$ cat src/rtl/map_tile_scanner.sv
// Raster-walks a map grid, fetches tile IDs from BRAM, overlays sprite tiles
// and streams (tile, x, y) descriptors to the renderer over valid/ready.
module map_tile_scanner #(
    parameter int MAP_W      = 13,
    parameter int MAP_H      = 13,
    parameter int COORD_W    = 4,
    parameter int N_SPR      = 4,
    parameter int TILE_W     = 16,
    parameter int ADDR_W     = 19,
    parameter int MAPID_W    = 8,
    parameter int MAP_STRIDE = 256
) (
    input  logic                       clk,
    input  logic                       rst,
    input  logic                       start,
    input  logic                       mode,
    input  logic [MAPID_W-1:0]         map_id,
    input  logic [N_SPR-1:0]           spr_en,
    input  logic [N_SPR*COORD_W-1:0]   spr_x,
    input  logic [N_SPR*COORD_W-1:0]   spr_y,
    input  logic [N_SPR*TILE_W-1:0]    spr_tile,
    output logic [ADDR_W-1:0]          bram_addr,
    input  logic [TILE_W-1:0]          bram_data,
    output logic                       out_valid,
    input  logic                       out_ready,
    output logic [TILE_W-1:0]          out_tile,
    output logic [COORD_W-1:0]         out_x,
    output logic [COORD_W-1:0]         out_y,
    output logic                       busy,
    output logic                       done
);

    typedef enum logic [2:0] {IDLE, SEEK, FETCH, WAIT, EMIT, FIN} state_t;

    state_t                   state, state_nxt;
    logic                     mode_q;
    logic [ADDR_W-1:0]        base_q;
    logic [N_SPR-1:0]         en_q;
    logic [N_SPR*COORD_W-1:0] sx_q, sy_q;
    logic [N_SPR*TILE_W-1:0]  st_q;
    logic [COORD_W-1:0]       x, y;
    logic                     hit, last, go, advance;
    logic [TILE_W-1:0]        hit_tile;
    logic [ADDR_W-1:0]        cell_addr;

    assign last = (x == COORD_W'(MAP_W - 1)) && (y == COORD_W'(MAP_H - 1));
    assign go   = !mode_q || hit;
    assign cell_addr = base_q + ADDR_W'(32'(y) * 32'(MAP_W) + 32'(x));

    // Scan from the top index down so the lowest-index hit wins.
    always_comb begin
        hit      = 1'b0;
        hit_tile = '0;
        for (int k = N_SPR - 1; k >= 0; k--) begin
            if (en_q[k] && sx_q[k*COORD_W +: COORD_W] == x &&
                sy_q[k*COORD_W +: COORD_W] == y) begin
                hit      = 1'b1;
                hit_tile = st_q[k*TILE_W +: TILE_W];
            end
        end
    end

    always_ff @(posedge clk or posedge rst) begin
        if (rst) state <= IDLE;
        else     state <= state_nxt;
    end

    always_comb begin
        state_nxt = state;
        case (state)
            IDLE:    if (start) state_nxt = SEEK;
            SEEK:    if (go) state_nxt = FETCH;
                     else if (last) state_nxt = FIN;
            FETCH:   state_nxt = WAIT;
            WAIT:    state_nxt = EMIT;
            EMIT:    if (out_ready) state_nxt = last ? FIN : SEEK;
            FIN:     state_nxt = IDLE;
            default: state_nxt = IDLE;
        endcase
    end

    always_comb begin
        busy = (state == SEEK) || (state == FETCH) ||
               (state == WAIT) || (state == EMIT);
        done = (state == FIN);
    end

    assign advance = (state == SEEK && !go && !last) ||
                     (state == EMIT && out_ready && !last);

    always_ff @(posedge clk or posedge rst) begin
        if (rst) begin
            mode_q    <= 1'b0;
            base_q    <= '0;
            en_q      <= '0;
            sx_q      <= '0;
            sy_q      <= '0;
            st_q      <= '0;
            x         <= '0;
            y         <= '0;
            bram_addr <= '0;
            out_valid <= 1'b0;
            out_tile  <= '0;
            out_x     <= '0;
            out_y     <= '0;
        end else begin
            if (state == IDLE && start) begin
                mode_q <= mode;
                base_q <= ADDR_W'(32'(map_id) * 32'(MAP_STRIDE));
                en_q   <= spr_en;
                sx_q   <= spr_x;
                sy_q   <= spr_y;
                st_q   <= spr_tile;
                x      <= '0;
                y      <= '0;
            end else if (advance) begin
                if (x == COORD_W'(MAP_W - 1)) begin
                    x <= '0;
                    y <= y + 1'b1;
                end else begin
                    x <= x + 1'b1;
                end
            end
            // Address settles in SEEK so BRAM samples it at the end of FETCH.
            if (state == SEEK) bram_addr <= cell_addr;
            if (state == WAIT) begin
                out_valid <= 1'b1;
                out_tile  <= hit ? hit_tile : bram_data;
                out_x     <= x;
                out_y     <= y;
            end else if (state == EMIT && out_ready) begin
                out_valid <= 1'b0;
            end
        end
    end

endmodule

$ cat config.mk
export PLATFORM = sky130hd
export DESIGN_NAME = map_tile_scanner
export DESIGN_NICKNAME = d
export VERILOG_FILES = /design/src/rtl/map_tile_scanner.sv
export SDC_FILE = /design/constraint.sdc
export NUM_CORES = 1
export LEC_CHECK = 0
export ABC_CLOCK_PERIOD_IN_PS = 6100
export CAP_MARGIN = 20
export CORE_MARGIN = 4
export CORE_UTILIZATION = 46
export DETAILED_ROUTE_END_ITERATION = 6
export GPL_TIMING_DRIVEN = 0
export PLACE_DENSITY = 0.82
export SLEW_MARGIN = 20
export SYNTH_ARGS = -nofsm -noshare
export SYNTH_HDL_FRONTEND = slang
export SYNTH_SLANG_ARGS = --single-unit
$ cat constraint.sdc
create_clock -name clk -period 6.1 [get_ports clk]
set_clock_uncertainty 0.15 [all_clocks]
set_input_delay 1.83 -clock clk [delete_from_list [all_inputs] [get_ports clk]]
set_output_delay 1.83 -clock clk [all_outputs]
set_load 0.02 [all_outputs]
==> flow_summary_export.csv, run 1 <==
group,metric,value,unit
status,status,"complete, no violations",
synth,synth_commonest_cells,"dfrtp_1, mux2_2, nand2_1",
clock_tree,worstSkewPairLatency,0.43,ns
global_route,grt_max_degree,35,
floorplan,dieArea,19300,um^2
timing,period_needed,4.07,ns
drt,drt-initial-drc-count,379,
timing,timing.final.crit_share,0.667,
synth,synth_most_common_cell,"dfrtp_1",
worst_hold_path,min_path_type,"flip-flop to flip-flop",
global_route,grt_pass1_wl,33200,um
timing,final-setup-viol-count,0,
setup_path,timing.rr.end,"bram_addr[13]$_DFFE_PP0P_",
setup_path,cp-start-kind,"flip-flop",
clock_tree,postCtsResizedCells,0,
global_route,grt_overflow_total,0,
global_route,grt_usage,0.218,
synth,postSynthCellCount,717,
clock_tree,post-cts-setup-buffer-count,0,
layout,n_antenna_cell,0,
synth,synth_area_leaders,"dfrtp_1, mux2_2, nand2_1",
placement,io_buffers,172,
layout,fin_nets,1068,
pwr,ir_worst_vdd,249,uV
synth,async_reset_ff_frac,1.00,
drt,drc,0,
pwr,power_leakage,4.49,nW
drt,ant_nets,0,
floorplan,core,16700,um^2
timing,rsz0062_at_grt,"false",
timing,max-slew-margin-rel,0.491,
synth,netlist.area_leader.share,0.514,
timing,worstMarginPinSlew,0.764,ns
synth,synth_cell_type_count,46,
worst_hold_path,whs_path_depth,2,
floorplan,die_width,139,um
placement,gp_congestion,0.860,
clock_tree,hold_buffers,0,
run,maxCapViolCount,0,
drt,wl,20800,um
timing,slew_viol_final,0,
synth,seq_area_frac_synth,0.514,
layout,drive_gt1_frac,0.184,
floorplan,io_pins,175,
drt,vias,6123,
floorplan,fp-row-count,47,
setup_path,cp_max_fo,10,
clock_tree,cts_root_buf,"clkbuf_16",
clock_tree,htreeDepth,4,
layout,final_util,0.632,
setup_path,worst_ep_required_time,4.12,ns
layout,fin_area,10600,um^2
synth,synth_warnings,0,
timing,timing.final.ws_setup,2.03,ns
setup_path,end_kind,"output port",
synth,synth-seq-cells,162,
global_route,grt_antenna_before_repair,0,
synth,postSynthAreaPerCell,11.0,um^2
placement,hpwl,15900,um
worst_hold_path,hp-start,"bram_addr[2]$_DFFE_PP0P_",
layout,synthToLayoutAreaGrowth,33.9,%
timing,hold_ws,0.324,ns
drt,drt-vias-per-instance,5.34,
synth,synth-edff-count,0,
synth,synthFlopType,"dfrtp_1",
setup_path,r2r_slack,2.19,ns
pwr,power_density,439,nW/um^2
clock_tree,cts_tree,"yes",
synth,synthesis.area,7880,um^2
setup_path,worst_r2r_path_depth,13,
clock_tree,clkTransAtPathRegs,0.07,ns
timing,fin_setup_tns,0,ns
drt,drt-pass1-iter-count,5,
placement,placed_cell_area,9990,um^2
global_route,grt_pass1_vias,6245,
setup_path,worstReg2RegStart,"y[0]$_DFFE_PP0P_",
floorplan,die_h,139,um
clock_tree,clock_path_buffers,2,
timing,max_freq,0.246,GHz
placement,preCtsSetupSlack,1.58,ns
timing,hold_viol,0,
synth,synth_top_cell_by_area,"dfrtp_1",
setup_path,crit_type,"flip-flop to output port",
layout,nFillCells,1317,
clock_tree,clkSinkCount,162,
drt,wl_per_cell,18.1,um
worst_hold_path,hold_end,"bram_addr[2]$_DFFE_PP0P_",
floorplan,start_util,0.472,
setup_path,arrival,2.09,ns
clock_tree,cts_buffers,17,
placed cells by master (no fill, tap or decap), drive strengths merged, types with 2 or more instances in the layout:
cell type      count
clkdlybuf4s50    172
fa                 2
mux2             109
inv               14
clkbuf            49
a21o               4
clkinvlp           4
nand4              5
nand2b             5
nand3             37
a211o              2
nand2             96
xnor2             35
conb               2
dfrtp            162
or3                6
o21a               2
clkinv             4
mux2i              3
o21ai             62
a211oi             9
nor2b              2
and2               2
and3               4
nor3              10
nor2              30
xor2               7
or4b               2
a31oi             14
buf               24
ha                23
a21oi             14
power breakdown:
part	internal, mW	total, mW	switching [mW]	leakage (nW)
Sequential	1.58	1.88	0.302	1.97
Clock	0.577	1.03	0.457	0.270
Combinational	0.910	1.72	0.809	2.25
Total	3.06	4.63	1.57	4.49
metal layers:
layer,track usage,vias up,share of wire
li1,-,2889,-
met1,0.288,2982,0.44
met2,0.355,209,0.47
met3,0.0476,43,0.056
met4,0.0788,0,0.030
met5,0,-,0
worst max-delay path, stage by stage, from the launching register on:
cell             delay (ns)
dfrtp_1                0.32
clkbuf_1               0.32
nor2_1                 0.15
xnor2_1                0.22
clkdlybuf4s50_1        0.64
worst max path at each step:
stage                              start                     end  slack, ns  cells past startpoint
finish              state[0]$_DFFE_PP0P_                    busy       2.03                      4
global route                       start   base_q[9]$_DFFE_PP0P_       1.85                      7
CTS                                start   base_q[9]$_DFFE_PP0P_       2.00                      7
detailed placement                 start   base_q[9]$_DFFE_PP0P_       1.58                      7
global placement                     rst  base_q[10]$_DFFE_PP0P_       0.67                      2
floorplan                            rst  base_q[10]$_DFFE_PP0P_       2.06                      1
cell type report:
class,instances,area [um^2],area share
sequential,162,4050,0.384
inverter,10,41.3,0.00391
clock buffer,18,439,0.0416
tap,220,275,0.0261
clock inverter,13,128,0.0121
buffer,50,243,0.0230
multi-input combinational,496,3550,0.337
timing repair buffer,177,1820,0.173
flip-flops by register name, indices dropped and copies added, names as in the netlist:
name and flops:
base_q 8, st_q 64, out_tile 16, state 3, out_x 4, en_q 4, sx_q 16, bram_addr 17
out_y 4, out_valid 1, sy_q 16, mode_q 1, y 4, x 4
stage by stage:
stage / power, mW / cells
floorplan: 2.98 / 718
global placement: 3.53 / 1110
detailed placement: 3.61 / 1115
CTS: 4.65 / 1146
global route: 4.90 / 1146
finish: 4.63 / 1146
cell families after synthesis:
group,count (synthesis),share of synthesized area
compound gates,113,0.0841
buf+inv,60,0.0356
mux,112,0.160
other cells,1,0.000476
fa+ha+maj,25,0.0416
simple gates,202,0.118
xor+xnor,42,0.0467
flops,162,0.514
(Power assumes the default switching activity.)
==> run 2: changes to the inputs <==
--- a/config.mk
+++ b/config.mk
@@ -5,7 +5,7 @@
 export SDC_FILE = /design/constraint.sdc
 export NUM_CORES = 1
 export LEC_CHECK = 0
-export ABC_CLOCK_PERIOD_IN_PS = 6100
+export ABC_CLOCK_PERIOD_IN_PS = 3600
 export CAP_MARGIN = 20
 export CORE_MARGIN = 4
 export CORE_UTILIZATION = 46
==> constraint.sdc (replaced) <==
create_clock -name clk -period 3.6 [get_ports clk]
set_clock_uncertainty 0.15 [all_clocks]
set_input_delay 1.08 -clock clk [delete_from_list [all_inputs] [get_ports clk]]
set_output_delay 1.08 -clock clk [all_outputs]
set_load 0.02 [all_outputs]
==> flow_summary_export.csv, run 2 (synthesized netlist as in run 1, its figures left out) <==
group,metric,value,unit
status,status,"complete, no violations",
pwr,total_power,7.85,mW
run,maxCapViolCount,0,
global_route,grt_max_degree,35,
layout,top_regs,"st_q: 64 flops, bram_addr: 17 flops",
setup_path,cp-start-kind,"flip-flop",
clock_tree,cts_tree,"yes",
timing,slew_viol_final,0,
clock_tree,cts_root_buf,"clkbuf_16",
setup_path,r2r_slack,0.08,ns
drt,drt-vias-per-instance,5.33,
clock_tree,hold_buffers,0,
timing,max-slew-margin-rel,0.496,
setup_path,worstReg2RegStart,"y[1]$_DFFE_PP0P_",
global_route,grt_usage,0.219,
pwr,p_switching,2.66,mW
setup_path,crit_type,"flip-flop to flip-flop",
timing,final-setup-viol-count,0,
drt,drt-pass1-iter-count,5,
layout,nFillCells,1304,
layout,fin_nets,1073,
global_route,grt_pass1_wl,33300,um
setup_path,end_kind,"flip-flop",
floorplan,start_util,0.472,
global_route,grt_pass1_vias,6263,
timing,hold_viol,0,
layout,synthToLayoutAreaGrowth,35.0,%
floorplan,io_pins,175,
layout,n_antenna_cell,0,
setup_path,timing.rr.end,"bram_addr[16]$_DFFE_PP0P_",
layout,multi_input_area,3600,um^2
setup_path,worst_ep_required_time,3.80,ns
drt,drt-initial-drc-count,368,
setup_path,arrival,3.72,ns
clock_tree,cts_buffers,17,
worst_hold_path,whs_path_depth,2,
setup_path,cp_max_fo,3,
clock_tree,clkSinkCount,162,
floorplan,core,16700,um^2
setup_path,worst_r2r_path_depth,12,
pwr,swShare,0.339,
global_route,grt_overflow_total,0,
drt,wl_per_cell,18.3,um
clock_tree,clock_path_buffers,2,
layout,drive_gt1_frac,0.194,
drt,vias,6139,
setup_path,endpoint,"bram_addr[16]$_DFFE_PP0P_",
timing,fin_setup_tns,0,ns
pwr,power_frac_comb,0.371,
drt,wl,21100,um
layout,regMostFlops,"st_q",
placement,placed_cells,1115,
pwr,p_clk_frac,0.223,
clock_tree,worstSkewPairLatency,0.43,ns
floorplan,die_h,139,um
layout,final_common_cell,"clkdlybuf4s50_1",
pwr,power_leakage,4.51,nW
floorplan,dieArea,19300,um^2
pwr,p_seq_frac,0.405,
setup_path,critPathLaunch,"y[1]$_DFFE_PP0P_",
clock_tree,clkTransAtPathRegs,0.06,ns
placement,gp_congestion,0.860,
pwr,power_density,738,nW/um^2
timing,max_freq,0.284,GHz
pwr,ir_worst_vdd,424,uV
worst_hold_path,min_path_type,"flip-flop to flip-flop",
timing,timing.final.crit_share,0.979,
layout,largest_register_ffs,64,
timing,worstMarginPinSlew,0.756,ns
layout,layout_common_cells,"clkdlybuf4s50_1, dfrtp_1, mux2_2",
clock_tree,htreeDepth,4,
drt,drc,0,
timing,period_needed,3.52,ns
layout,seqCellArea,4050,um^2
pwr,internal_power,5.19,mW
placement,io_buffers,172,
global_route,grt_antenna_before_repair,0,
floorplan,die_width,139,um
floorplan,fp-row-count,47,
drt,ant_nets,0,
placement,hpwl,15900,um
layout,final_cells,1151,
run 2: cell types whose count changed in the layout (fill, tap and decap cells not counted), moves of 2 or more:
cell / change
buf_4: +3
buf_6: +2
ha_1: -3
ha_4: +3
run 2: layout make-up:
class / instances / share of cell area
Inverter: 10 / 0.00388
Buffer: 50 / 0.0235
Sequential cell: 162 / 0.381
Clock inverter: 13 / 0.0120
Clock buffer: 18 / 0.0413
Multi-Input combinational cell: 496 / 0.338
Timing Repair Buffer: 182 / 0.175
Tap cell: 220 / 0.0259
run 2: worst min-delay path by stage:
stage | start | end | slack, ns
after detailed placement | bram_addr[2]$_DFFE_PP0P_ | bram_addr[2]$_DFFE_PP0P_ | 0.31
after CTS | bram_addr[2]$_DFFE_PP0P_ | bram_addr[2]$_DFFE_PP0P_ | 0.33
after global placement | bram_addr[2]$_DFFE_PP0P_ | bram_addr[2]$_DFFE_PP0P_ | 0.31
after global routing | out_tile[0]$_DFFE_PP0P_ | out_tile[0]$_DFFE_PP0P_ | 0.35
after floorplan | st_q[16]$_DFFE_PP0P_ | st_q[16]$_DFFE_PP0P_ | 0.33
final | bram_addr[1]$_DFFE_PP0P_ | bram_addr[1]$_DFFE_PP0P_ | 0.32
run 2: power by group through the flow:
stage	clock network, mW	registers (mW)	logic (mW)
floorplan	0	3.28	1.76
global placement	0	3.17	2.82
detailed placement	0	3.20	2.92
CTS	1.77	3.18	2.94
global route	1.86	3.28	3.17
finish	1.75	3.18	2.91
run 2: stage by stage:
stage                     hold slack (ns)  setup WS (ns)  cell area [um^2]   util
after floorplan                     0.325         0.0521              7890      -
after global placement              0.310          -1.08              9890  0.592
after detailed placement            0.312         -0.284              9990  0.598
after CTS                           0.328        0.00679             10600  0.636
after global routing                0.353        -0.0127             10600  0.637
final                               0.324         0.0757             10600  0.637
run 2: worst max-delay path: stages, from the launching register on:
cell and delay, ns:
dfrtp_1 0.41, buf_6 0.13, inv_1 0.12, ha_4 0.23, ha_4 0.26, fa_1 0.45
ha_4 0.30, a21o_1 0.14, a21o_1 0.12, a21oi_1 0.10, o21a_2 0.24, or4b_2 0.66
o21ai_1 0.14
run 2: per-layer routing:
layer,global-route usage,vias up,wire [um]
li1,-,2906,-
met1,0.289,2985,9230
met2,0.358,203,10100
met3,0.0476,45,1150
met4,0.0788,0,641
met5,0,-,0
run 2: repair_timing:
item / in CTS / in global routing
pin swaps: 3 / 1
setup buffers: 5 / 0
setup endpoints to repair: 9 / 8
resized for setup: 6 / 3
hold endpoints to repair: 0 / 0
